==> src/rtl/param_gshare_predictor_if.sv <==
// Fetch/resolve bundle between the pipeline and the gshare predictor.
// The pipeline drives the master side; the predictor is the slave.
interface param_gshare_predictor_if #(
   parameter int GHR_BITS = 8
);
   logic [31:0]         getir_ps_i;
   logic                getir_ps_gecerli;
   logic [31:0]         buyruk_i;
   logic                tahmin_gecerli_o;
   logic                sonuc_dallan_o;
   logic [31:0]         sonuc_dallan_ps_o;
   logic [GHR_BITS-1:0] tahmin_ghr_o;
   logic                yurut_ps_gecerli;
   logic [31:0]         yurut_ps_i;
   logic [GHR_BITS-1:0] yurut_ghr_i;
   logic                yurut_atladi_i;
   logic                yurut_yanlis_tahmin;

   modport master (
      output getir_ps_i, getir_ps_gecerli, buyruk_i,
      output yurut_ps_gecerli, yurut_ps_i, yurut_ghr_i, yurut_atladi_i, yurut_yanlis_tahmin,
      input  tahmin_gecerli_o, sonuc_dallan_o, sonuc_dallan_ps_o, tahmin_ghr_o
   );

   modport slave (
      input  getir_ps_i, getir_ps_gecerli, buyruk_i,
      input  yurut_ps_gecerli, yurut_ps_i, yurut_ghr_i, yurut_atladi_i, yurut_yanlis_tahmin,
      output tahmin_gecerli_o, sonuc_dallan_o, sonuc_dallan_ps_o, tahmin_ghr_o
   );
endinterface

==> src/rtl/param_gshare_predictor.sv <==
// Gshare predictor: 2-bit counters indexed by PC xor speculative history, one-cycle
// registered prediction with B-type target and history recovery on mispredict.
module param_gshare_predictor #(
   parameter int PHT_BITS = 8,
   parameter int GHR_BITS = 8,
   parameter int PC_LSB   = 2
) (
   input logic                     clk_i,
   input logic                     rst_i,
   param_gshare_predictor_if.slave bus
);
   localparam int PHT_N = 1 << PHT_BITS;

   function automatic logic [1:0] sat_update(input logic [1:0] cnt, input logic up);
      if (up) return (cnt == 2'd3) ? 2'd3 : cnt + 2'd1;
      else    return (cnt == 2'd0) ? 2'd0 : cnt - 2'd1;
   endfunction

   function automatic logic [31:0] b_offset(input logic [31:0] instr);
      return {{19{instr[31]}}, instr[31], instr[7], instr[30:25], instr[11:8], 1'b0};
   endfunction

   logic [1:0]          pht [PHT_N];
   logic [GHR_BITS-1:0] ghr;
   logic [GHR_BITS-1:0] ghr_nxt;
   logic [PHT_BITS-1:0] fetch_idx;
   logic [PHT_BITS-1:0] upd_idx;
   logic                is_br;
   logic                recover;
   logic                fetch_ok;
   logic                pred_p0;
   logic [31:0]         target_p0;
   logic                vld_p1;
   logic                taken_p1;
   logic [31:0]         target_p1;
   logic [GHR_BITS-1:0] hist_p1;
   logic                unused_bits;

   assign fetch_idx = bus.getir_ps_i[PC_LSB+PHT_BITS-1:PC_LSB] ^ PHT_BITS'(ghr);
   assign upd_idx   = bus.yurut_ps_i[PC_LSB+PHT_BITS-1:PC_LSB] ^ PHT_BITS'(bus.yurut_ghr_i);
   assign is_br     = (bus.buyruk_i[6:0] == 7'b1100011);
   assign recover   = bus.yurut_ps_gecerli & bus.yurut_yanlis_tahmin;
   // A fetch that coincides with recovery is on the wrong path, so it is dropped.
   assign fetch_ok  = bus.getir_ps_gecerli & ~recover;
   // Counter is read before this edge's update lands, so same-index updates are not forwarded.
   assign pred_p0   = is_br & pht[fetch_idx][1];
   assign target_p0 = bus.getir_ps_i + b_offset(bus.buyruk_i);
   assign unused_bits = ^{bus.yurut_ps_i, bus.buyruk_i[24:12]};

   // Truncating casts keep {history[GHR_BITS-2:0], bit} and also cover GHR_BITS == 1.
   always_comb begin
      ghr_nxt = ghr;
      if (recover)
         ghr_nxt = GHR_BITS'({bus.yurut_ghr_i, bus.yurut_atladi_i});
      else if (fetch_ok && is_br)
         ghr_nxt = GHR_BITS'({ghr, pred_p0});
   end

   always_ff @(posedge clk_i or posedge rst_i) begin
      if (rst_i) begin
         for (int i = 0; i < PHT_N; i++) pht[i] <= 2'd1;
      end else if (bus.yurut_ps_gecerli) begin
         pht[upd_idx] <= sat_update(pht[upd_idx], bus.yurut_atladi_i);
      end
   end

   // p0 -> p1: registered prediction; target and history hold while no valid fetch.
   always_ff @(posedge clk_i or posedge rst_i) begin
      if (rst_i) begin
         ghr       <= '0;
         vld_p1    <= 1'b0;
         taken_p1  <= 1'b0;
         target_p1 <= '0;
         hist_p1   <= '0;
      end else begin
         ghr      <= ghr_nxt;
         vld_p1   <= fetch_ok;
         taken_p1 <= fetch_ok & pred_p0;
         if (fetch_ok) begin
            target_p1 <= target_p0;
            hist_p1   <= ghr;
         end
      end
   end

   assign bus.tahmin_gecerli_o  = vld_p1;
   assign bus.sonuc_dallan_o    = taken_p1;
   assign bus.sonuc_dallan_ps_o = target_p1;
   assign bus.tahmin_ghr_o      = hist_p1;
endmodule

==> src/flat_wrapper.sv <==
// flat-port wrapper written by rule: the top's interface ports become plain ports
module param_gshare_predictor_flat 
#(
   parameter int PHT_BITS = 8,
   parameter int GHR_BITS = 8,
   parameter int PC_LSB   = 2
)
  (clk_i, rst_i, bus_getir_ps_i, bus_getir_ps_gecerli, bus_buyruk_i, bus_yurut_ps_gecerli, bus_yurut_ps_i, bus_yurut_ghr_i, bus_yurut_atladi_i, bus_yurut_yanlis_tahmin, bus_tahmin_gecerli_o, bus_sonuc_dallan_o, bus_sonuc_dallan_ps_o, bus_tahmin_ghr_o);
  param_gshare_predictor_if #(.GHR_BITS(GHR_BITS)) bus_i ();
  input logic clk_i;
  input logic rst_i;
  input wire logic [$bits(bus_i.getir_ps_i)-1:0] bus_getir_ps_i;
  input wire logic [$bits(bus_i.getir_ps_gecerli)-1:0] bus_getir_ps_gecerli;
  input wire logic [$bits(bus_i.buyruk_i)-1:0] bus_buyruk_i;
  input wire logic [$bits(bus_i.yurut_ps_gecerli)-1:0] bus_yurut_ps_gecerli;
  input wire logic [$bits(bus_i.yurut_ps_i)-1:0] bus_yurut_ps_i;
  input wire logic [$bits(bus_i.yurut_ghr_i)-1:0] bus_yurut_ghr_i;
  input wire logic [$bits(bus_i.yurut_atladi_i)-1:0] bus_yurut_atladi_i;
  input wire logic [$bits(bus_i.yurut_yanlis_tahmin)-1:0] bus_yurut_yanlis_tahmin;
  output wire logic [$bits(bus_i.tahmin_gecerli_o)-1:0] bus_tahmin_gecerli_o;
  output wire logic [$bits(bus_i.sonuc_dallan_o)-1:0] bus_sonuc_dallan_o;
  output wire logic [$bits(bus_i.sonuc_dallan_ps_o)-1:0] bus_sonuc_dallan_ps_o;
  output wire logic [$bits(bus_i.tahmin_ghr_o)-1:0] bus_tahmin_ghr_o;
  assign bus_i.getir_ps_i = bus_getir_ps_i;
  assign bus_i.getir_ps_gecerli = bus_getir_ps_gecerli;
  assign bus_i.buyruk_i = bus_buyruk_i;
  assign bus_i.yurut_ps_gecerli = bus_yurut_ps_gecerli;
  assign bus_i.yurut_ps_i = bus_yurut_ps_i;
  assign bus_i.yurut_ghr_i = bus_yurut_ghr_i;
  assign bus_i.yurut_atladi_i = bus_yurut_atladi_i;
  assign bus_i.yurut_yanlis_tahmin = bus_yurut_yanlis_tahmin;
  assign bus_tahmin_gecerli_o = bus_i.tahmin_gecerli_o;
  assign bus_sonuc_dallan_o = bus_i.sonuc_dallan_o;
  assign bus_sonuc_dallan_ps_o = bus_i.sonuc_dallan_ps_o;
  assign bus_tahmin_ghr_o = bus_i.tahmin_ghr_o;
  param_gshare_predictor #(.PHT_BITS(PHT_BITS), .GHR_BITS(GHR_BITS), .PC_LSB(PC_LSB)) u_core (.clk_i(clk_i), .rst_i(rst_i), .bus(bus_i));
endmodule
==> config.mk <==
export PLATFORM = sky130hd
export DESIGN_NAME = param_gshare_predictor_flat
export DESIGN_NICKNAME = d
export VERILOG_FILES = /design/src/rtl/param_gshare_predictor_if.sv /design/src/rtl/param_gshare_predictor.sv /design/src/flat_wrapper.sv
export SDC_FILE = /design/constraint.sdc
export NUM_CORES = 2
export LEC_CHECK = 0
export ABC_AREA = 1
export BUFFER_PORTS_ARGS = -buffer_cell sky130_fd_sc_hd__clkbuf_2
export CAP_MARGIN = 40
export CORE_UTILIZATION = 50
export CTS_CLUSTER_SIZE = 30
export DETAILED_ROUTE_END_ITERATION = 7
export PLACE_DENSITY = 0.7
export REMOVE_ABC_BUFFERS = 1
export SYNTH_ARGS = -nofsm -noshare
export SYNTH_HDL_FRONTEND = slang
export SYNTH_SLANG_ARGS = --single-unit
==> constraint.sdc <==
create_clock -name clk_i -period 46.7 [get_ports clk_i]
set_clock_uncertainty 0.15 [all_clocks]
set_input_delay 4.67 -clock clk_i [delete_from_list [all_inputs] [get_ports clk_i]]
set_output_delay 4.67 -clock clk_i [all_outputs]
set_load 0.01 [all_outputs]
# Yosys cells after proc, flatten, opt, wreduce, memory -nomap -nowiden

Index checks and enable logic that the tools add are counted.

Register bits after elaboration: 562
Bits of input ports: 110
Output and inout bits: 42

$add $sub $neg: 3
Order comparisons: 3
Equal/unequal tests: 2
Mux-type cells: 15
Bitwise gates (word level): 9
Reduce and logical (&&, ||, !) cells: 4

Operators by type and width:

| kind                                                     | number |
|---|---|
| bitwise mux 512 bit                                      | 1 |
| adder 32 bit                                             | 1 |
| binary-select mux 2 bit (select 8 bit)                   | 2 |
| greater-or-equal comparator 9 bit, second input constant | 2 |
| 2-to-1 mux 2 bit                                         | 9 |
| inverter 8 -> 9 bit                                      | 2 |
| demux 2 bit (select 8 bit)                               | 1 |
| 2-to-1 mux 8 bit                                         | 2 |
| bitwise XOR 8 bit                                        | 2 |
| < comparator 9 x 1 -> 1 bit, second input constant       | 1 |
| == test 7 bit, second input constant                     | 1 |
| AND 1 bit                                                | 4 |
| adder 2 x 1 -> 2 bit, second input constant              | 1 |
| == test 2 bit, second input constant                     | 1 |
| logical AND 1 bit                                        | 2 |
| zero test 2 bit                                          | 1 |
| nonzero test 2 bit                                       | 1 |
| subtractor 2 x 1 -> 2 bit, second input constant         | 1 |
| inverter 1 bit                                           | 1 |

# Logic depth before layout (Yosys ltp)

Word-level depth: 10
Depth in mapped cells: 24
Gate-level depth less buffers: 19

# Worst setup path after synthesis

Ideal clock, no wire load.

Path type: input port to flip-flop
From: input port bus_yurut_ps_i[5]
To: register u_core.pht[100] in the netlist's numbering
Setup time: 61 ps
Data arrival time: 6789 ps
Required time: 46489 ps
Setup slack: 39701 ps
Stages: 14
Cell sequence: xnor2_1 inv_1 nor2_1 clkbuf_1 nand3_1 nand4_1 nand2_1 a21oi_1 nor2_1 nand3_1 clkbuf_1 clkbuf_1 nand3_1 nand2_1

Longest elaborated chain between the ends: 10
Elaborated cells between the ends (all ways): 19
Those cells by class: 2 x add/sub; 2 x order compare; 1 x eq/ne; 10 x mux; 2 x bitwise; 2 x reduce/logical

Ends and longest elaborated chain:

| item                                                    | RTL line                                                   | RTL |
|---|---|---|
| start, declared                                         | flat_wrapper.sv:16                                         | `input wire logic [$bits(bus_i.yurut_ps_i)-1:0] bus_yurut_ps_i;` |
| bitwise XOR 8 bit (*)                                   | param_gshare_predictor.sv:40                               | `assign upd_idx = bus.yurut_ps_i[PC_LSB+PHT_BITS-1:PC_LSB] ^ PHT_BITS'(bus.yurut_ghr_i);` |
| inverter 8 -> 9 bit (implied by the code) (*)           | param_gshare_predictor.sv:63                               | `pht[upd_idx] <= sat_update(pht[upd_idx], bus.yurut_atladi_i);` |
| binary-select mux 2 bit (select 8 bit)                  | param_gshare_predictor.sv:63                               |  |
| 2-to-1 mux 2 bit (implied by the code) (2 in a row)     | param_gshare_predictor.sv:63                               |  |
| subtractor 2 x 1 -> 2 bit, or another cell as far along | param_gshare_predictor.sv:16                               | `else return (cnt == 2'd0) ? 2'd0 : cnt - 2'd1;` |
| 2-to-1 mux 2 bit, on equally long branches              | param_gshare_predictor.sv:16, param_gshare_predictor.sv:15 |  |
| 2-to-1 mux 2 bit                                        | param_gshare_predictor.sv:15                               | `if (up) return (cnt == 2'd3) ? 2'd3 : cnt + 2'd1;` |
| 2-to-1 mux 2 bit                                        | param_gshare_predictor.sv:62                               | `end else if (bus.yurut_ps_gecerli) begin` |
| bitwise mux 512 bit (*)                                 | param_gshare_predictor.sv:63                               |  |
| end signal, assigned by index                           | param_gshare_predictor.sv:63                               |  |
| end, declared                                           | param_gshare_predictor.sv:23                               | `logic [1:0] pht [PHT_N];` |

Mark *: on every way between the ends. The rest lies on a longest branch, timed or not. The select of a mux whose other input is x is not followed.
A chain may end at the register's enable or synchronous reset.

# Worst setup path in the final report

From: input port bus_yurut_ghr_i[0]
To: register u_core.pht[169] in the netlist's numbering

Longest elaborated chain between the ends: 10
Elaborated cells between the ends (all ways): 19
Those cells by class: 2 x add/sub; 2 x order compare; 1 x eq/ne; 10 x mux; 2 x bitwise; 2 x reduce/logical

Ends and longest elaborated chain:

| item                                                    | RTL line                                                   | RTL |
|---|---|---|
| start, declared                                         | flat_wrapper.sv:17                                         | `input wire logic [$bits(bus_i.yurut_ghr_i)-1:0] bus_yurut_ghr_i;` |
| bitwise XOR 8 bit (*)                                   | param_gshare_predictor.sv:40                               |  |
| inverter 8 -> 9 bit (implied by the code) (*)           | param_gshare_predictor.sv:63                               |  |
| binary-select mux 2 bit (select 8 bit)                  | param_gshare_predictor.sv:63                               |  |
| 2-to-1 mux 2 bit (implied by the code) (2 in a row)     | param_gshare_predictor.sv:63                               |  |
| subtractor 2 x 1 -> 2 bit, or another cell as far along | param_gshare_predictor.sv:16                               |  |
| 2-to-1 mux 2 bit, on equally long branches              | param_gshare_predictor.sv:16, param_gshare_predictor.sv:15 |  |
| 2-to-1 mux 2 bit                                        | param_gshare_predictor.sv:15                               |  |
| 2-to-1 mux 2 bit                                        | param_gshare_predictor.sv:62                               |  |
| bitwise mux 512 bit (*)                                 | param_gshare_predictor.sv:63                               |  |

Marked as above.

==> flow_summary.json <==
{
  "gp_routability_congestion": 0.909,
  "layout_min_cycle_time_ns": 10.64,
  "floorplan.rows": 95,
  "synth_edf_count": 0,
  "ys_dominant_reg_cell": "sky130_fd_sc_hd__dfrtp_1",
  "layout_common_cells": "sky130_fd_sc_hd__nand2_1 (2317), sky130_fd_sc_hd__nand3_1 (873), sky130_fd_sc_hd__inv_1 (490)",
  "antenna_violations_before_repair": 3,
  "global_route_overflow": 0,
  "worst_pin_slew_ns": 1.49,
  "timing.hold.worst.class": "flip-flop to flip-flop",
  "largest_driver_fanout_on_the_critical_path": 61,
  "run_status": "finished with violations",
  "setup-tns-final_ns": 0,
  "setup_repair_after_global_routing_missed_its_margin": "false",
  "number_of_failing_hold_endpoints_at_the_final_stage": 0,
  "num_io_pins": 152,
  "drive_gt1_frac": 0.110,
  "detailedPlace.worstSlack_ns": 35.59,
  "grt_usage": 0.346,
  "chipHeight_um": 263,
  "placeable_area_sq_um": 67300,
  "cts_hold_repair.buffers": 0,
  "relative_slew_margins": 0.00630,
  "reg2reg_to": "u_core.pht[169]$_DFFE_PP0P_",
  "rrSetupSlack_ns": 42.11,
  "place_inst": 5974,
  "maximum_number_of_pins_on_one_net_before_global_route_repair": 185,
  "vias_per_cell": 5.69,
  "floorplan.die_area_sq_um": 69000,
  "grt_first_pass_wirelength_um": 187000,
  "yosysWarningCount": 0,
  "dr_total_vias": 34700,
  "drt_wl_total_um": 120000,
  "synth-seq-area-share": 0.423,
  "hp-start": "u_core.pht[390]$_DFFE_PP1P_",
  "worst_ep_required_time_ns": 47.12,
  "fin_ws_ns": 36.06,
  "worst_hold_path.num_cells": 2,
  "arrival_ns": 11.06,
  "layout-area-overhead-vs-synth_pct": 11.2,
  "dieWidth_um": 263,
  "logic_depth_of_the_worst_register_to_register_path": 19,
  "cts_repair_resize_count": 0,
  "detailedRoute.firstPassIterationCount": 8,
  "critical_path_class": "input port to flip-flop",
  "end_kind": "flip-flop",
  "start_util": 0.505,
  "cap_viol_max_count": 0,
  "io_buffers": 114,
  "clock-root-buffer": "sky130_fd_sc_hd__clkbuf_16",
  "drt-wirelength-per-cell_um": 19.6,
  "post-cts-setup-buffer-count": 0,
  "clk_latency_ns": 0.64,
  "nFillCells": 6424,
  "tritoncts_num_sinks": 562,
  "drt_iter0_drc": 4190,
  "cell_area_power_density_nw_per_um2": 40.9,
  "setup-violations-final": 0,
  "antenna_cells_inserted": 0,
  "cts_max_level": 3,
  "worstSetupStartpointType": "input port",
  "number_of_routed_nets_with_antenna_violations": 0,
  "yosysUniqueCellTypes": 39,
  "worst_r2r_startpoint": "u_core.pht[372]$_DFFE_PP1P_",
  "timing.fmax_mhz": 94.0,
  "failed_checks": "DRC",
  "cts_max_path_buffers": 3,
  "avgSynthCellArea_sq_um": 6.55,
  "final-instance-count-excl-fill": 6101,
  "ys_async_sr_fraction": 1.00,
  "p_leak_nw": 17.7,
  "netlist_area_before_placement_sq_um": 34000,
  "ir_drop_mv": 0.0316,
  "detail_route.drc_violations": 8,
  "postSynthCellCount": 5194,
  "power.total_mw": 1.55,
  "fin_crit_sh": 0.228,
  "dpl.hpwl_um": 70700,
  "tritoncts_clock_tree": "yes",
  "cts.clk_slew.worst_paths_ns": 0.06,
  "ys_seq_elements": 562,
  "finalNetCount": 5314,
  "final_common_cell": "sky130_fd_sc_hd__nand2_1",
  "numCtsBuffers": 68,
  "timing_max_transition_violations_final": 0,
  "holdPathEnd": "u_core.pht[390]$_DFFE_PP1P_",
  "grt_pass1_vias": 32800
}
==> worst max-delay path by stage <==
| stage | start | to | slack, ns | depth (start not counted) |
|---|---|---|---|---|
| CTS | bus_yurut_ghr_i[0] | u_core.pht[223]$_DFFE_PP0P_ | 36.22 | 25 |
| global route | bus_yurut_ghr_i[0] | u_core.pht[183]$_DFFE_PP0P_ | 35.70 | 25 |
| detailed placement | bus_yurut_ghr_i[0] | u_core.pht[223]$_DFFE_PP0P_ | 35.59 | 25 |
| finish | bus_yurut_ghr_i[0] | u_core.pht[169]$_DFFE_PP0P_ | 36.06 | 25 |
| global placement | bus_yurut_ghr_i[0] | u_core.pht[367]$_DFFE_PP0P_ | 35.30 | 23 |
| floorplan | rst_i | u_core.bus.sonuc_dallan_o$_DFF_PP0_ | 26.59 | 1 |
==> metal layers <==
metal	GRT usage	share of wire
met4	0.197	0.062
met2	0.531	0.43
met1	0.442	0.39
met5	0	0.00035
met3	0.0922	0.11
==> power by group <==
group	leakage, nW	internal [mW]	switching (mW)
registers	6.79	0.553	0.0371
clock network	1.11	0.330	0.222
logic	9.85	0.108	0.297
==> state kept, by name (all words and copies together) (netlist names) <==
register / count
u_core.bus.tahmin_gecerli_o: 1
u_core.bus.sonuc_dallan_ps_o: 32
u_core.bus.tahmin_ghr_o: 8
u_core.ghr: 8
u_core.pht: 512
u_core.bus.sonuc_dallan_o: 1
==> cell usage after synthesis, types with 3 or more instances <==
cell / instances / share of area
sky130_fd_sc_hd__a21o_1: 5 / 0.0011
sky130_fd_sc_hd__clkbuf_1: 154 / 0.017
sky130_fd_sc_hd__nand4_1: 6 / 0.0011
sky130_fd_sc_hd__ha_1: 30 / 0.011
sky130_fd_sc_hd__o31ai_1: 5 / 0.0011
sky130_fd_sc_hd__xor2_1: 7 / 0.0018
sky130_fd_sc_hd__inv_1: 492 / 0.054
sky130_fd_sc_hd__a31oi_1: 11 / 0.0020
sky130_fd_sc_hd__xnor2_1: 21 / 0.0054
sky130_fd_sc_hd__buf_1: 18 / 0.0020
sky130_fd_sc_hd__o21bai_1: 4 / 0.00088
sky130_fd_sc_hd__o21ai_1: 15 / 0.0022
sky130_fd_sc_hd__nor3_1: 167 / 0.025
sky130_fd_sc_hd__or2_2: 9 / 0.0017
sky130_fd_sc_hd__nand2_1: 2322 / 0.26
sky130_fd_sc_hd__buf_2: 102 / 0.015
sky130_fd_sc_hd__clkinv_1: 17 / 0.0019
sky130_fd_sc_hd__o211ai_1: 6 / 0.0013
sky130_fd_sc_hd__nor4_1: 3 / 0.00055
sky130_fd_sc_hd__buf_4: 6 / 0.0013
sky130_fd_sc_hd__nor2_1: 247 / 0.027
sky130_fd_sc_hd__dfrtp_1: 306 / 0.23
sky130_fd_sc_hd__o21ai_0: 57 / 0.0084
sky130_fd_sc_hd__nand3_1: 874 / 0.13
sky130_fd_sc_hd__dfstp_2: 256 / 0.20
sky130_fd_sc_hd__a21oi_1: 35 / 0.0052
sky130_fd_sc_hd__nand3b_1: 3 / 0.00066
==> through the flow <==
step | area, sq um | hold slack (ns) | util
6_report | 37800 | 0.312 | 0.562
3_5_place_dp | 35500 | 0.305 | 0.527
4_1_cts | 37800 | 0.315 | 0.561
5_1_grt | 37800 | 0.324 | 0.562
2_1_floorplan | 32800 | 0.295 | -
3_3_place_gp | 35000 | 0.303 | 0.521
==> layout make-up <==
type,instances,area (sq um),share of cell area
clock buffer,105,2000,0.0530
timing repair buffer,189,1490,0.0393
tap,873,1090,0.0289
clock inverter,20,282,0.00745
inverter,511,1930,0.0511
multi-input combinational,3841,16600,0.440
sequential,562,14400,0.381
==> worst max-delay path, cell delays in order <==
cell and delay, ns:
sky130_fd_sc_hd__clkbuf_2 0.10, sky130_fd_sc_hd__inv_1 0.12, sky130_fd_sc_hd__nand2_1 0.07, sky130_fd_sc_hd__buf_4 0.23, sky130_fd_sc_hd__nand2_4 0.44, sky130_fd_sc_hd__buf_4 0.54
sky130_fd_sc_hd__buf_12 0.29, sky130_fd_sc_hd__buf_4 0.65, sky130_fd_sc_hd__nand2_1 0.11, sky130_fd_sc_hd__nand3_1 0.13, sky130_fd_sc_hd__nand3_1 0.09, sky130_fd_sc_hd__nand2_1 0.19
sky130_fd_sc_hd__o21ai_1 0.08, sky130_fd_sc_hd__nand2_1 0.12, sky130_fd_sc_hd__nor2_1 0.08, sky130_fd_sc_hd__nor2_1 0.13, sky130_fd_sc_hd__nor2_1 0.10, sky130_fd_sc_hd__nand3_4 0.37
sky130_fd_sc_hd__nand2_1 0.18, sky130_fd_sc_hd__nand2_4 0.61, sky130_fd_sc_hd__buf_4 0.72, sky130_fd_sc_hd__buf_4 0.37, sky130_fd_sc_hd__buf_16 0.28, sky130_fd_sc_hd__nand2_1 0.10
sky130_fd_sc_hd__nand2_1 0.07
==> kinds of logic after synthesis <==
| kind of cell | share of synthesized area |
|---|---|
| xor gates and xnor gates | 0.00769 |
| adders and majority gates | 0.0116 |
| and+or+nand+nor | 0.441 |
| AOI/OAI and AO/OA | 0.0243 |
| buffers and inverters | 0.0918 |
| DFF | 0.423 |
(Power assumes the default switching activity.)
